`src/rtl/fetch_pkg.sv`:
```
// Shared types and constants for the RV32I instruction fetch stage.
package fetch_pkg;

    localparam logic [31:0] NOP_INST = 32'h0000_0013;

    typedef enum logic [1:0] {
        BOOT,
        RUN,
        HALT
    } fetch_state_e;

    typedef struct packed {
        logic [31:0] inst;
        logic [31:0] pc;
    } fetch_entry_t;

    localparam int ENTRY_W = $bits(fetch_entry_t);

endpackage

```
`src/rtl/fetch_fifo.sv`:
```
// Small power-of-two queue of fetched {inst, pc} entries with synchronous flush.
// Push and pop may occur together at any occupancy; the caller guarantees no overflow.
module fetch_fifo
    import fetch_pkg::*;
#(
    parameter  int DEPTH = 2,
    localparam int PTR_W = $clog2(DEPTH),
    localparam int CNT_W = PTR_W + 1
) (
    input  logic               clk,
    input  logic               reset,
    input  logic               flush,
    input  logic               push,
    input  logic [ENTRY_W-1:0] push_data,
    input  logic               pop,
    output logic [ENTRY_W-1:0] head,
    output logic [CNT_W-1:0]   count,
    output logic               empty
);

    fetch_entry_t     mem [DEPTH];
    logic [PTR_W-1:0] rd_ptr;
    logic [PTR_W-1:0] wr_ptr;

    // Storage carries no reset; only the pointers and count define validity.
    always_ff @(posedge clk) begin
        if (push) begin
            mem[wr_ptr] <= fetch_entry_t'(push_data);
        end
    end

    always_ff @(posedge clk) begin
        if (reset || flush) begin
            rd_ptr <= '0;
            wr_ptr <= '0;
            count  <= '0;
        end else begin
            if (push) begin
                wr_ptr <= wr_ptr + 1'b1;
            end
            if (pop) begin
                rd_ptr <= rd_ptr + 1'b1;
            end
            case ({push, pop})
                2'b10:   count <= count + 1'b1;
                2'b01:   count <= count - 1'b1;
                default: count <= count;
            endcase
        end
    end

    assign head  = mem[rd_ptr];
    assign empty = (count == '0);

endmodule

```
`src/rtl/inst_fetch_unit.sv`:
```
// Fetch stage: PC, synchronous imem requests, 2-entry output queue and redirect handling.
// Optional FETCH_MISALIGN_CHECK_EN flags misaligned redirect targets on misalign_err.
module inst_fetch_unit
    import fetch_pkg::*;
#(
    parameter logic [31:0] RESET_PC   = 32'h0000_0000,
    parameter int          FIFO_DEPTH = 2
) (
    input  logic        clk,
    input  logic        reset,
    output logic        imem_req,
    output logic [31:0] imem_addr,
    input  logic [31:0] imem_rdata,
    output logic        dec_valid,
    input  logic        dec_ready,
    output logic [31:0] dec_inst,
    output logic [31:0] dec_pc,
    input  logic        redirect_valid,
    input  logic [31:0] redirect_pc,
    input  logic        halt,
    output logic        misalign_err
);

    localparam int CNT_W = $clog2(FIFO_DEPTH) + 1;

    fetch_state_e     state_q;
    fetch_state_e     state_d;
    logic [31:0]      pc_q;
    logic             inflight_q;
    logic             epoch_q;
    logic             resp_epoch_q;
    logic [31:0]      resp_pc_q;
    logic [31:0]      last_pc_q;
    logic             issue;
    logic             push;
    logic             pop;
    logic             fifo_empty;
    logic [CNT_W-1:0] fifo_count;
    logic [CNT_W:0]   pending;
    logic             credit_ok;
    fetch_entry_t     push_entry;
    fetch_entry_t     head_entry;

    assign pop  = ~fifo_empty & dec_ready & ~redirect_valid;
    assign push = inflight_q & (resp_epoch_q == epoch_q) & ~redirect_valid;

    // A same-cycle pop frees its slot for the next issue, which is what keeps one fetch per cycle.
    assign pending   = {1'b0, fifo_count} + {{CNT_W{1'b0}}, inflight_q} - {{CNT_W{1'b0}}, pop};
    assign credit_ok = pending < (CNT_W + 1)'(FIFO_DEPTH);

    assign push_entry.inst = imem_rdata;
    assign push_entry.pc   = resp_pc_q;

    always_comb begin
        state_d = state_q;
        issue   = 1'b0;
        case (state_q)
            BOOT: state_d = RUN;
            RUN: begin
                issue = ~redirect_valid & credit_ok;
                if (halt && !redirect_valid) begin
                    state_d = HALT;
                end
            end
            HALT: begin
                if (redirect_valid) begin
                    state_d = RUN;
                end
            end
            default: state_d = BOOT;
        endcase
    end

    always_ff @(posedge clk) begin
        if (reset) begin
            state_q      <= BOOT;
            pc_q         <= RESET_PC;
            inflight_q   <= 1'b0;
            epoch_q      <= 1'b0;
            resp_epoch_q <= 1'b0;
            resp_pc_q    <= RESET_PC;
            last_pc_q    <= RESET_PC;
        end else begin
            state_q    <= state_d;
            inflight_q <= issue;
            if (issue) begin
                resp_pc_q    <= pc_q;
                resp_epoch_q <= epoch_q;
            end
            // The epoch flip orphans any response still on its way back from memory.
            if (redirect_valid) begin
                pc_q    <= {redirect_pc[31:2], 2'b00};
                epoch_q <= ~epoch_q;
            end else if (issue) begin
                pc_q <= pc_q + 32'd4;
            end
            if (pop) begin
                last_pc_q <= head_entry.pc;
            end
        end
    end

    fetch_fifo #(
        .DEPTH(FIFO_DEPTH)
    ) u_fifo (
        .clk      (clk),
        .reset    (reset),
        .flush    (redirect_valid),
        .push     (push),
        .push_data(push_entry),
        .pop      (pop),
        .head     (head_entry),
        .count    (fifo_count),
        .empty    (fifo_empty)
    );

    assign imem_req  = issue;
    assign imem_addr = pc_q;
    assign dec_valid = ~fifo_empty;
    assign dec_inst  = fifo_empty ? NOP_INST : head_entry.inst;
    assign dec_pc    = fifo_empty ? last_pc_q : head_entry.pc;

`ifdef FETCH_MISALIGN_CHECK_EN
    logic misalign_q;

    always_ff @(posedge clk) begin
        if (reset) begin
            misalign_q <= 1'b0;
        end else begin
            misalign_q <= redirect_valid & (redirect_pc[1:0] != 2'b00);
        end
    end

    assign misalign_err = misalign_q;
`else
    logic unused_low_bits;
    assign unused_low_bits = ^redirect_pc[1:0];
    assign misalign_err    = 1'b0;
`endif

endmodule

```
`config.mk`:
```
export PLATFORM = sky130hd
export DESIGN_NAME = inst_fetch_unit
export DESIGN_NICKNAME = d
export VERILOG_FILES = /design/src/rtl/fetch_pkg.sv /design/src/rtl/fetch_fifo.sv /design/src/rtl/inst_fetch_unit.sv
export SDC_FILE = /design/constraint.sdc
export NUM_CORES = 1
export LEC_CHECK = 0
export CORE_ASPECT_RATIO = 1.1
export CORE_MARGIN = 2
export CORE_UTILIZATION = 38
export DETAILED_ROUTE_END_ITERATION = 16
export HOLD_SLACK_MARGIN = 0.06
export MAX_ROUTING_LAYER = met4
export PLACE_DENSITY_LB_ADDON = 0.08
export SLEW_MARGIN = 20
export SYNTH_ARGS = -nofsm -noshare
export SYNTH_HDL_FRONTEND = slang
export SYNTH_SLANG_ARGS = --single-unit
```
`constraint.sdc`:
```
create_clock -name clk -period 3.8 [get_ports clk]
set_input_delay 0.38 -clock clk [delete_from_list [all_inputs] [get_ports clk]]
set_output_delay 0.38 -clock clk [all_outputs]
set_load 0.02 [all_outputs]
```
==> impl_results.rst <==
.. list-table::
   :header-rows: 1

   * - Metric
     - Value
   * - Insertion delay to the later sink of the worst-skew pair
     - slightly above 0.5 ns
   * - Max-cap violations
     - 0
   * - Core outline area
     - approximately 24000 µm²
   * - Mean post-synth cell area
     - 11.17 µm²
   * - Biggest area contributors in the synthesized netlist
     - edfxtp_1, dfxtp_1, mux2i_1, nor2_1, a21oi_1
   * - Summed instance area of the synthesized netlist
     - ~9000 µm²
   * - Area of all placed cells without fillers
     - 11810 µm²
   * - Highest net fanout along the worst path
     - 8
   * - Maximum number of pins on one net before global-route repair
     - 75
   * - Worst path cell trace
     - nor2_2 > inv_2 > nand2_1 > nor2_4 > ha_1 > nand2b_1 > fa_1 > nand2_1 > or4_4 > clkinv_2 > dlygate4sd2_1
   * - FFs w/ async S/R, synth
     - 0%
   * - Final antenna diode count
     - 0
   * - Initial DRT Pass Iterations
     - 4
   * - Critical path launch point type
     - register
   * - # DRC
     - 0
   * - Leakage
     - 3.885 nW
   * - Final period util
     - 95.49%
   * - Die height
     - 166.0 µm
   * - GRT Residual Overflow
     - 0
   * - Buffer cell driving the clock tree root
     - clkbuf_16
   * - Top-level port count
     - 168
   * - Sequential element share of the synthesized area
     - 63.18%
   * - Largest delay share family, worst path
     - simple AND/OR/NAND/NOR gates
   * - Count of flip-flops with a built-in enable after synthesis
     - 124
   * - Average vias per placed instance
     - 4.987
   * - Area fraction of the dominant cell type after synthesis
     - between 40% and 50%
   * - Wirelength, routed
     - 20.07 mm
   * - Remaining antenna violation count
     - 0
   * - Worst reg2reg path depth
     - 13
   * - Area growth syn-to-layout
     - 30.26%
   * - Slew Limit Headroom
     - a little over a quarter
   * - Synthesized-area fraction occupied by adder cells
     - less than 1%
   * - Critical path required time
     - 3.42 ns
   * - Row Count
     - just under 60
   * - Total cell area at the placement stage
     - 10960 µm²
   * - DR vias
     - about 6400
   * - Clock tree from TritonCTS
     - done
   * - Setup WS post-layout
     - 0.1714 ns
   * - Final setup violation count
     - 0
   * - WHS Path Cells
     - 0
   * - Library cell contributing the largest single delay on the critical path
     - or4_4
   * - Worst clock skew
     - 0.01592 ns
   * - Critical path arrival
     - 3.25 ns
   * - Worst hold path class
     - reg2reg
   * - Setup Slack @ Placement
     - approximately 0.17 ns
   * - Final GP Congestion
     - 0.7548
   * - Combinational family with the most area after synthesis
     - simple AND/OR/NAND/NOR gates
   * - PwrDens
     - between 400 and 500 nW/µm²
   * - Hold Fails Final Rpt
     - 0
   * - Buffer depth of the longest clock path
     - 3
   * - Clk sinks
     - 224
   * - Worst vdd ir
     - between 200 and 300 µV
   * - Worst Path Buf+Inv
     - 3
   * - Setup repair after global routing missed its margin
     - no
   * - Basic-gate share of the synthesized area counting and, or, nand and nor cells
     - 13.13%
   * - Wirelength per Cell
     - around 16 µm
   * - Multiplexer share of the synthesized area
     - between 7 and 8%
   * - Number of warning messages in the yosys log
     - 0
   * - Number of global-route vias before repair
     - just over 6000
   * - Number of levels the H-tree was split into
     - 1
   * - TNS Setup
     - 0 ns
   * - Most common library cells after synthesis
     - edfxtp_1, nor2_1, dfxtp_1
   * - Class of the most critical setup path
     - reg2out
   * - Post-DP HPWL
     - approximately 13 mm
   * - Fraction of final layout cells with drive strength greater than 1
     - slightly above 7%
   * - Cell count after placement
     - around 1200
   * - Transition at the pin with the smallest max-transition slack
     - 1.096 ns
   * - Number of antenna violations at the first check in global routing
     - 0
   * - Status
     - complete, no violations
   * - Quantity of I/O buffers inserted on ports
     - 160
   * - Layout net count
     - just over 1000
   * - Die area
     - 25100 µm²
   * - Crit. End Element
     - primary output
   * - Achievable clock frequency
     - 275.6 MHz
   * - Die width
     - 151.2 µm
   * - Initial core utilization
     - 38.48%
   * - Register clock-pin slew on the reported worst setup and hold paths
     - 0.06 ns
   * - Final std cells w/o fill
     - about 1300
   * - Critical path's most frequent cell
     - nand2_1
   * - First-pass GRT wire length
     - around 32 mm
   * - Gate count after technology mapping
     - a little over 800
   * - Time the worst path needs with I/O delays and setup
     - 3.629 ns
   * - Compound-cell area share of the yosys netlist
     - 11.35%
   * - Count of hold buffers inserted by post-cts repair
     - 0
   * - CTS buffer count
     - 24
   * - Distinct cell type count of the synthesized netlist
     - 45
   * - Biggest area consumer among synthesized cells
     - edfxtp_1
   * - Seq cells post-synth
     - roughly 220
   * - Library cell with the highest instance count after synthesis
     - edfxtp_1
   * - First DRT Iteration DRCs
     - 344
   * - Levels on crit path
     - 11
   * - Flip-flop cell with the highest count after synthesis
     - edfxtp_1
   * - Post-synthesis xor/xnor area fraction
     - 1.160%
   * - Overall Global Routing Usage
     - 16.24%
   * - Critical Path Max Stage Delay
     - 0.50 ns
   * - Pins over their slew limit
     - 0
-- repair_timing --
action / CTS / global route
gates resized for setup: 1 / 0
setup endpoints to repair: 1 / 0
setup buffers: 0 / 0
-- cells in the final DEF (no fill, tap or decap), types with 3 or more instances in the layout --
cell	count
o22ai_1	4
mux2i_1	64
a41oi_1	3
edfxtp_1	124
a31oi_1	20
conb_1	5
clkdlybuf4s50_1	158
a221oi_1	3
dfxtp_1	99
nand3_1	7
a22oi_1	3
xor2_1	7
nand4_1	15
o211ai_1	5
or3_1	8
nor3_1	8
buf_4	15
ha_1	3
and4_1	3
a21oi_1	76
a211oi_1	32
bufinv_16	4
o21ai_0	14
and3_1	4
clkbuf_16	25
xnor2_1	5
nor2_1	108
clkbuf_1	5
clkinvlp_4	3
nand2_1	89
a32oi_1	6
inv_1	8
and2_1	8
-- worst paths after layout --
| check | startpoint | to | slack, ns |
|---|---|---|---|
| max | u_fifo.count[1] | imem_req | 0.17 |
| min | resp_pc_q[13] | u_fifo.mem[0][13] | 0.44 |
| max reg2reg | u_fifo.count[1] | imem_addr[24] | 0.40 |
| min reg2reg | resp_pc_q[13] | u_fifo.mem[0][13] | 0.44 |
-- logic make-up (layout without fill, tap and decap cells) --
family	Yosys count	after routing
AND/OR/NAND/NOR	266	266
flip-flops	224	224
AO/OA/AOI/OAI	168	168
buffers and inverters	71	230
multiplexers	65	65
XOR/XNOR	12	12
adder cells (fa/ha/maj)	4	4
other	1	5
-- worst register-to-register path, stage by stage, from the launching register on --
cell      delay [ns]
dfxtp_1         0.37
nor2_2          0.17
inv_2           0.05
nand2_1         0.13
nor2_4          0.05
ha_1            0.28
nand2b_1        0.15
fa_1            0.37
xor2_1          0.14
or4_4           0.15
clkinv_2        0.14
nor2_1          0.86
a211oi_1        0.11
a221oi_1        0.32
-- power by group --
| part | leakage, nW | internal [mW] | total (mW) | switching (mW) |
|---|---|---|---|---|
| Clock | 0.401 | 1.52 | 2.45 | 0.932 |
| Sequential | 2.04 | 2.59 | 2.64 | 0.0499 |
| Combinational | 1.44 | 0.158 | 0.331 | 0.172 |
| Total | 3.88 | 4.27 | 5.42 | 1.15 |
-- state kept, by name, summed over array words and instances, names as in the netlist, 2 cells and up, named ones only --
| name | cells |
|---|---|
| imem_addr | 30 |
| last_pc_q | 30 |
| resp_pc_q | 30 |
| state_q | 2 |
| u_fifo.count | 2 |
| u_fifo.mem | 124 |
-- per-layer routing --
metal	vias up	global-route usage, %	wire length (µm)
met5	-	-	0
met4	0	3.616	277
met3	23	2.747	1331
met2	188	24.04	8628
met1	2946	23.46	9827
li1	3222	-	-
-- metrics by stage --
stage | hold WS [ns] | total power [mW] | util, %
after detailed placement | 0.4401 | 3.024 | 46.56
after global routing | 0.4405 | 5.631 | 50.13
final | 0.4447 | 5.421 | 50.13
after CTS | 0.4280 | 5.492 | 50.13
after global placement | 0.4321 | 3.023 | 46.56
after floorplan | 0.4254 | 2.849 | -
-- final cells by class --
cell class              count  area (µm²)
fillers                  2120       11740
inverters                  10       38.79
flip-flops and latches    224        5729
clock inverters            12       170.2
repair buffers            176        1743
well taps                 305       381.6
clock buffers              32       671.9
multi-input cells         520        3070
Power figures use the tool's default switching activity.
